**config.mk**
```make
export PLATFORM = sky130hd
export DESIGN_NAME = acc_drain_flat
export DESIGN_NICKNAME = d
export VERILOG_FILES = /design/src/rtl/acc_drain_if.sv /design/src/rtl/acc_drain.sv /design/src/flat_wrapper.sv
export SDC_FILE = /design/constraint.sdc
export NUM_CORES = 1
export LEC_CHECK = 0
export ABC_CLOCK_PERIOD_IN_PS = 3540
export CORE_ASPECT_RATIO = 0.8
export CORE_UTILIZATION = 45
export DETAILED_ROUTE_END_ITERATION = 12
export DONT_BUFFER_PORTS = 1
export PLACE_DENSITY = 0.58
export SETUP_SLACK_MARGIN = 0.4
export SLEW_MARGIN = 5
export SYNTH_ARGS = -nofsm -noshare
export SYNTH_HDL_FRONTEND = slang
export SYNTH_SLANG_ARGS = --single-unit
```
**constraint.sdc**
```tcl
create_clock -name i_clk -period 3.54 [get_ports i_clk]
set_input_delay 0.354 -clock i_clk [delete_from_list [all_inputs] [get_ports i_clk]]
set_output_delay 0.354 -clock i_clk [all_outputs]
set_load 0.02 [all_outputs]
```
**src/rtl/acc_drain_if.sv**
```systemverilog
// Beat stream from the accumulator drain toward the output buffer.
// The drain drives the master side; the downstream sink drives ready.
interface acc_drain_if #(
    parameter int unsigned BEAT_WIDTH = 128
) ();
    logic                  valid;
    logic                  ready;
    logic [BEAT_WIDTH-1:0] data;
    logic                  last;

    modport master (output valid, output data, output last, input ready);
    modport slave  (input valid, input data, input last, output ready);
endinterface

```
**src/rtl/acc_drain.sv**
```systemverilog
// Accumulator read-side sequencer: walks a wrapping range of entries through the
// combinational read port and streams each vector out as back-to-back beats.
module acc_drain #(
    parameter int unsigned VEC_WIDTH  = 384,
    parameter int unsigned ENTRY_NUM  = 16,
    parameter int unsigned ADDR_WIDTH = $clog2(ENTRY_NUM),
    parameter int unsigned BEAT_WIDTH = 128
) (
    input  logic                  i_clk,
    input  logic                  i_rst,
    input  logic                  i_start,
    input  logic [ADDR_WIDTH-1:0] i_base_addr,
    input  logic [ADDR_WIDTH:0]   i_count,
    input  logic                  i_abort,
    output logic [ADDR_WIDTH-1:0] o_addr_rd,
    input  logic [VEC_WIDTH-1:0]  i_data_rd,
    acc_drain_if.master           out_if,
    output logic                  o_busy,
    output logic                  o_done
);

    localparam int unsigned BEATS   = VEC_WIDTH / BEAT_WIDTH;
    localparam int unsigned BEAT_CW = (BEATS > 1) ? $clog2(BEATS) : 1;
    localparam int unsigned CNT_W   = ADDR_WIDTH + 1;

    typedef enum logic [1:0] {
        IDLE = 2'd0,
        LOAD = 2'd1,
        SEND = 2'd2,
        DONE = 2'd3
    } state_t;

    typedef logic [BEATS-1:0][BEAT_WIDTH-1:0] vec_t;

    state_t                state_q, state_d;
    vec_t                  vec_q, vec_d;
    logic [BEAT_CW-1:0]    beat_q, beat_d;
    logic [CNT_W-1:0]      rem_q, rem_d;
    logic [ADDR_WIDTH-1:0] addr_q, addr_d;
    logic                  valid_q, valid_d;
    logic [BEAT_WIDTH-1:0] data_q, data_d;
    logic                  last_q, last_d;
    logic                  busy_q, busy_d;
    logic                  done_q, done_d;

    logic [ADDR_WIDTH-1:0] addr_inc;
    logic                  handshake;
    logic                  final_beat;

    assign addr_inc   = (addr_q == ADDR_WIDTH'(ENTRY_NUM - 1)) ? '0 : addr_q + 1'b1;
    assign handshake  = valid_q && out_if.ready;
    assign final_beat = (beat_q == BEAT_CW'(BEATS - 1));

    // State register and all output registers
    always_ff @(posedge i_clk) begin
        if (i_rst) begin
            state_q <= IDLE;
            vec_q   <= '0;
            beat_q  <= '0;
            rem_q   <= '0;
            addr_q  <= '0;
            valid_q <= 1'b0;
            data_q  <= '0;
            last_q  <= 1'b0;
            busy_q  <= 1'b0;
            done_q  <= 1'b0;
        end else begin
            state_q <= state_d;
            vec_q   <= vec_d;
            beat_q  <= beat_d;
            rem_q   <= rem_d;
            addr_q  <= addr_d;
            valid_q <= valid_d;
            data_q  <= data_d;
            last_q  <= last_d;
            busy_q  <= busy_d;
            done_q  <= done_d;
        end
    end

    // Next-state and next-output logic
    always_comb begin
        state_d = state_q;
        vec_d   = vec_q;
        beat_d  = beat_q;
        rem_d   = rem_q;
        addr_d  = addr_q;

        unique case (state_q)
            IDLE: begin
                if (i_start) begin
                    rem_d   = i_count;
                    addr_d  = i_base_addr;
                    state_d = (i_count == '0) ? DONE : LOAD;
                end
            end
            LOAD: begin
                vec_d   = vec_t'(i_data_rd);
                beat_d  = '0;
                rem_d   = rem_q - 1'b1;
                addr_d  = addr_inc;
                state_d = SEND;
            end
            SEND: begin
                if (handshake) begin
                    if (!final_beat) begin
                        beat_d = beat_q + 1'b1;
                    end else if (rem_q != '0) begin
                        // Read port already points at the next entry: no bubble
                        vec_d  = vec_t'(i_data_rd);
                        beat_d = '0;
                        rem_d  = rem_q - 1'b1;
                        addr_d = addr_inc;
                    end else begin
                        state_d = DONE;
                    end
                end
            end
            DONE: state_d = IDLE;
            default: state_d = IDLE;
        endcase

        if (i_abort && (state_q != IDLE)) begin
            state_d = IDLE;
        end

        // Outputs are registered from the next-state view so they align with state_q
        valid_d = (state_d == SEND);
        data_d  = valid_d ? vec_d[beat_d] : '0;
        last_d  = valid_d && (beat_d == BEAT_CW'(BEATS - 1)) && (rem_d == '0);
        busy_d  = (state_d != IDLE);
        done_d  = (state_d == DONE);
    end

    assign o_addr_rd    = addr_q;
    assign out_if.valid = valid_q;
    assign out_if.data  = data_q;
    assign out_if.last  = last_q;
    assign o_busy       = busy_q;
    assign o_done       = done_q;

endmodule

```
**src/flat_wrapper.sv**
```systemverilog
// flat-port wrapper written by rule: the top's interface ports become plain ports
module acc_drain_flat 
#(
    parameter int unsigned VEC_WIDTH  = 384,
    parameter int unsigned ENTRY_NUM  = 16,
    parameter int unsigned ADDR_WIDTH = $clog2(ENTRY_NUM),
    parameter int unsigned BEAT_WIDTH = 128
)
  (i_clk, i_rst, i_start, i_base_addr, i_count, i_abort, o_addr_rd, i_data_rd, o_busy, o_done, out_if_valid, out_if_data, out_if_last, out_if_ready);
  acc_drain_if #(.BEAT_WIDTH(BEAT_WIDTH)) out_if_i ();
  input  logic i_clk;
  input  logic i_rst;
  input  logic i_start;
  input  logic [ADDR_WIDTH-1:0] i_base_addr;
  input  logic [ADDR_WIDTH:0] i_count;
  input  logic i_abort;
  output logic [ADDR_WIDTH-1:0] o_addr_rd;
  input  logic [VEC_WIDTH-1:0] i_data_rd;
  output logic o_busy;
  output logic o_done;
  output wire logic [$bits(out_if_i.valid)-1:0] out_if_valid;
  output wire logic [$bits(out_if_i.data)-1:0] out_if_data;
  output wire logic [$bits(out_if_i.last)-1:0] out_if_last;
  input wire logic [$bits(out_if_i.ready)-1:0] out_if_ready;
  assign out_if_valid = out_if_i.valid;
  assign out_if_data = out_if_i.data;
  assign out_if_last = out_if_i.last;
  assign out_if_i.ready = out_if_ready;
  acc_drain #(.VEC_WIDTH(VEC_WIDTH), .ENTRY_NUM(ENTRY_NUM), .ADDR_WIDTH(ADDR_WIDTH), .BEAT_WIDTH(BEAT_WIDTH)) u_core (.i_clk(i_clk), .i_rst(i_rst), .i_start(i_start), .i_base_addr(i_base_addr), .i_count(i_count), .i_abort(i_abort), .o_addr_rd(o_addr_rd), .i_data_rd(i_data_rd), .out_if(out_if_i), .o_busy(o_busy), .o_done(o_done));
endmodule
```
After elaboration in Yosys (flattened, before gate mapping)
Index checks and enable logic that the tools add are counted.
{"block": "totals", "register_bits": 529, "in_bits": 398, "out_inout_bits": 136, "elab_cells": 70}
{"block": "op_classes", "n_addsub": 3, "order_cmp": 1, "eq_ne": 12, "mux": 28, "bitwise": 1, "reduce_logical": 13}
{"cell": "$mux W384", "n": 3}
{"cell": "$pmux W384 S2", "n": 1}
{"cell": "$bmux W128 S2", "n": 1}
{"cell": "$mux W128", "n": 1}
{"cell": "$mux W4", "n": 5}
{"cell": "$mux W5", "n": 4}
{"cell": "$mux W2", "n": 9}
{"cell": "$pmux W5 S3", "n": 1}
{"cell": "$eq A2 B2 Y1 const B", "n": 6}
{"cell": "$pmux W4 S3", "n": 1}
{"cell": "$logic_not A5 Y1", "n": 2}
{"cell": "$pmux W2 S4", "n": 1}
{"cell": "$ne A2 B1 Y1 const B", "n": 3}
{"cell": "$reduce_and A5 Y1", "n": 1}
{"cell": "$reduce_bool A5 Y1", "n": 1}
{"cell": "$sub A5 B1 Y5 const B", "n": 1}
{"cell": "$add A4 B1 Y4 const B", "n": 1}
{"cell": "$eq A4 B4 Y1 const B", "n": 1}
{"cell": "$logic_and A1 B1 Y1", "n": 4}
{"cell": "$pmux W2 S2", "n": 1}
{"cell": "$reduce_bool A2 Y1", "n": 2}
{"cell": "$lt A2 B3 Y1 const B", "n": 1}
{"cell": "$reduce_bool A3 Y1", "n": 1}
{"cell": "$add A2 B1 Y2 const B", "n": 1}
{"cell": "other kinds (5)", "n": 5}

Longest topological paths before layout
{"block": "depth", "word_depth": 9, "ltp_mapped": 12, "depth_no_buf": 8}

Worst setup path after synthesis
No wires, ideal clock.
{"block": "synth_path", "kind": "register to register", "startpoint": "reg u_core.state_q[0]", "endpoint": "reg u_core.data_q[34], in the netlist u_core.out_if.data[34]", "setup_ps": 77, "t_arrival_ps": 2240, "t_required_ps": 3463, "setup_slack_ps": 1223, "stages_incl_launch_ff": 11, "path_buffers": 3, "synth_period_minus_slack_ps": 2317, "path_cell_list": "dfxtp_1 > inv_1 > ha_1 > buf_4 > inv_2 > a21o_1 > a21oi_1 > buf_2 > clkbuf_1 > mux2_2 > o22ai_1"}
{"block": "synth_between", "elab_chain_len": 8, "elab_cells_between_ends": 19, "classes_between": "4 x eq/ne; 10 x mux; 1 x bitwise; 4 x reduce/logical"}
{"item": "start: declaration", "line": "acc_drain.sv:35", "source": "state_t state_q, state_d;"}
{"item": "start signal: assignment", "line": "acc_drain.sv:68", "source": "state_q <= state_d;"}
{"item": "$mux W2", "line": "acc_drain.sv:108", "source": "end else if (rem_q != '0) begin"}
{"item": "$mux W2", "line": "acc_drain.sv:106", "source": "if (!final_beat) begin"}
{"item": "$mux W2", "line": "acc_drain.sv:105", "source": "if (handshake) begin"}
{"item": "$pmux W2 S4", "line": "acc_drain.sv:89", "source": "unique case (state_q)"}
{"item": "$mux W2", "line": "acc_drain.sv:123", "source": "if (i_abort && (state_q != IDLE)) begin"}
{"item": "$eq A2 B2 Y1", "line": "acc_drain.sv:128", "source": "valid_d = (state_d == SEND);"}
{"item": "$not A1 Y1 (no line)"}
{"item": "$reduce_or A2 Y1 (no line)"}
{"item": "end signal: assignment", "line": "acc_drain.sv:74", "source": "data_q <= data_d;"}
{"item": "end: declaration", "line": "acc_drain.sv:41", "source": "logic [BEAT_WIDTH-1:0] data_q, data_d;"}
Several ways; a longest one is shown, not always the timed one. The select of a mux whose other input is x is not followed.
A chain may end at the register's enable or synchronous reset.

Worst setup path after layout
{"block": "layout_path", "startpoint": "reg u_core.state_q[0]", "endpoint": "reg u_core.vec_q[272] in the netlist's numbering"}
{"block": "layout_between", "elab_chain_len": 2, "elab_cells_between_ends": 3, "classes_between": "2 x eq/ne; 1 x mux"}
{"item": "$eq A2 B2 Y1 / $eq A2 B1 Y1 (equally long branches)", "line": "acc_drain.sv:89"}
{"item": "$pmux W384 S2 (*)", "line": "acc_drain.sv:89"}
{"item": "end signal: assignment", "line": "acc_drain.sv:69", "source": "vec_q <= vec_d;"}
{"item": "end: declaration", "line": "acc_drain.sv:36", "source": "vec_t vec_q, vec_d;"}
Every way passes the cells marked *; elsewhere a longest branch is shown, timed or not.

==> results.toml <==
[cts]
numCtsBuffers = 52
cts-root-buf = "clkbuf_16"
clock_path_buffers = 3
cts_tree = "yes"
clkTransAtPathRegs_ns = 0.06
cts-htree-levels = 2
clkSinkCount = 529
clk_latency_ns = 0.60

[logic_synthesis]
synth_area_per_cell_um2 = 9.60
synth.area.top_cells = "dfxtp_1 50%, a22oi_1 11%, mux2i_1 8.6%, nor2_1 7.1%, mux2_2 4.0%"
synth.largest_area_cell = "dfxtp_1"
synth-seq-cells = 529
syn_nets = 2629
synth_compound_area_share_pct = 21.8
synthSimpleGateAreaFrac_pct = 10.7
synth_cell_types = 51
synthAdderAreaFrac_pct = 0.351
synthXorXnorAreaFrac_pct = 0
yosysSeqAreaShare_pct = 49.6
synth_common_cells = "529 x dfxtp_1, 403 x nor2_1, 310 x a22oi_1"
synthFlopType = "dfxtp_1"
syn-instance-count = 2225
ys_async_sr_fraction_pct = 0
synth_edf_count = 0
syn_area_mm2 = 0.0214
synthMuxAreaShare_pct = 12.5
yosysMostFrequentCell = "dfxtp_1"
netlist.area_leader.share_pct = 49.6
synth_top_family_by_area = "compound AO/OA/AOI/OAI gates"
synth_warnings = 0

[detailed_routing]
firstDrtPassIters = 6
drt-wirelength-per-cell_um = 22.7
drtIter0Drc = 1526
viasPerCell = 5.99
ant_nets = 0
drt-total-wl_mm = 73.3
drc = 0
vias = 19361

[timing]
slew_violations = 0
slew_headroom_pct = 36.6
setup_viol = 0
rsz0062_at_grt = "yes"
clock.fmax_mhz = 323
period_minus_slack_ns = 3.10
fin_ws_ns = 0.443
finalSetupTns_ns = 0
worstMarginPinSlew_ns = 0.951
post-route-period-util_pct = 87.5
fin_skew_ns = 0.0157
hold_viol = 0

[critical_path]
crit_path_start_kind = "flip-flop"
cp.required_ns = 4.07
crit_fanout = 61
reg2reg_to = "u_core.vec_q[272]"
critPathLaunch = "u_core.state_q[0]"
endpoint_kind = "flip-flop"
crit_arrival_ns = 3.63
crit_type = "flip-flop to flip-flop"
worstReg2RegStart = "u_core.state_q[0]"
r2r_cells = 8
r2r_slack_ns = 0.44

[floorplanning]
dieArea_mm2 = 0.0484
floorplan.initialDensity_pct = 45.6
fp.dieH_um = 197
fp.dieW_um = 246
ios = 534
rows = 71
core_mm2 = 0.0469

[global_routing]
grt_pass1_vias = 19414
grt_pass1_wl_mm = 110
track_usage_pct = 28.4
grt_max_degree = 235
antenna_found_initial = 2
gr-total-overflow = 0

[placed_design]
place_ws_ns = 0.417
io_buffer_count = 0
placed_cell_area_mm2 = 0.0217
hpwl_mm = 41.1
routabilityCongestion = 0.860

[cells_and_area]
finalInstanceArea_mm2 = 0.0283
layout-drive-gt1-share_pct = 8.81
fillers = 3866
nNetsFinal = 2975
syn_to_final_growth_pct = 32.2

[power]
p_total_mw = 19.2
power.leakage_nw = 11.6
ir_drop_v = 0.000621
power_density_mw_per_mm2 = 679

[min_path]
hold_path_class = "primary input to flip-flop"
worstHoldStart = "i_data_rd[369]"
hold_path_depth = 2
whs_endpoint = "u_core.out_if.data[113]"

[outcome]
status = "completed"

[job]
cap_viol_max_count = 0
routing by layer:
| metal | share of wire, % | up-vias | GRT usage, % |
|---|---|---|---|
| met5 | 0.015 | - | 0 |
| met4 | 3.9 | 2 | 12.1 |
| met3 | 8.6 | 177 | 7.39 |
| met2 | 46 | 832 | 45.7 |
| met1 | 41 | 9493 | 36.0 |
| li1 | - | 8857 | - |
placed cells by master, fill, tap and decap left out, types with 3 or more instances in the layout:
cell           Yosys  final
o211ai_1           3      3
nand2b_1           5      5
ha_1               6      4
a221oi_2           8      8
o21ai_0            7      7
o22ai_1          127    127
clkinv_2           0      5
mux2_2            75     75
clkbuf_8           0     10
clkbuf_1          95     17
inv_1             11     11
clkbuf_16          0     54
a22oi_1          310    310
mux2i_1          183    183
bufinv_16          0      6
nand2_1          158    157
dfxtp_1          529    529
a21oi_4            0      4
nor2_1           403    402
buf_12             0     17
a221oi_1          68     68
diode_2            0      3
buf_4              8     24
o22a_1            53     53
dlygate4sd3_1      0    464
a21oi_1           14     12
per-stage QoR:
| stage | util (%) | hold WS, ns | std cells |
|---|---|---|---|
| finish | 60.2 | 0.0277 | 3234 |
| global route | 60.2 | 0.0125 | 3232 |
| CTS | 60.0 | 0.0000281 | 3221 |
| detailed placement | 46.2 | 0.459 | 2662 |
| global placement | 46.2 | 0.460 | 2662 |
| floorplan | - | 0.457 | 2225 |
worst max path at each step:
stage	endpoint	slack, ns
3_3_place_gp	u_core.out_if.last	0.56
4_1_cts	u_core.vec_q[370]	0.46
2_1_floorplan	u_core.out_if.data[34]	1.22
5_1_grt	u_core.vec_q[272]	0.35
6_report	u_core.vec_q[272]	0.44
3_5_place_dp	u_core.out_if.data[37]	0.42
logic make-up (layout without fill, tap and decap cells):
group	count (synthesis)	count (layout)
multiplexers	258	258
flip-flops	529	529
AND/OR/NAND/NOR	584	584
adder cells (fa/ha/maj)	6	6
other	0	3
AO/OA/AOI/OAI	616	618
buffers and inverters	232	616
layout make-up:
cell class	instances	area (µm²)	area share (%)
Antenna cell	3	7.51	0.0266
Multi-Input combinational cell	1466	9810	34.7
Tap cell	620	776	2.75
Clock inverter	14	233	0.824
Inverter	12	46.3	0.164
Timing Repair Buffer	510	5270	18.6
Sequential cell	529	10600	37.5
Clock buffer	80	1530	5.41
power breakdown:
part           switching [mW]  total (mW)  internal [mW]
clock                    2.38        5.79           3.40
sequential              0.469        7.13           6.66
combinational            3.86        6.28           2.42
total                    6.72        19.2           12.5
timing repair:
action                                  in CTS  in global routing
hold buffers                               465                  0
endpoints found under the setup margin       1                228
pin swaps                                    0                  0
gates resized for setup                      1                  6
gates cloned                                 0                  3
setup buffers                                0                  7
endpoints found under the hold margin      480                  0
flip-flops by register name, summed over array words and instances, names as in the netlist:
register,flops
u_core.vec_q,384
u_core.out_if.data,128
u_core.rem_q,5
u_core.o_addr_rd,4
u_core.beat_q,2
u_core.state_q,2
u_core.o_busy,1
u_core.o_done,1
u_core.out_if.last,1
u_core.out_if.valid,1
worst max-delay path, cell delays in order, from the launching register on:
cell           delay, ns
dfxtp_1             0.41
inv_1               0.12
ha_2                0.50
and2_2              0.38
a21o_4              0.33
buf_12              0.30
a22oi_1             0.17
nor2_1              0.14
dlygate4sd3_1       0.59
Power figures use the tool's default switching activity.
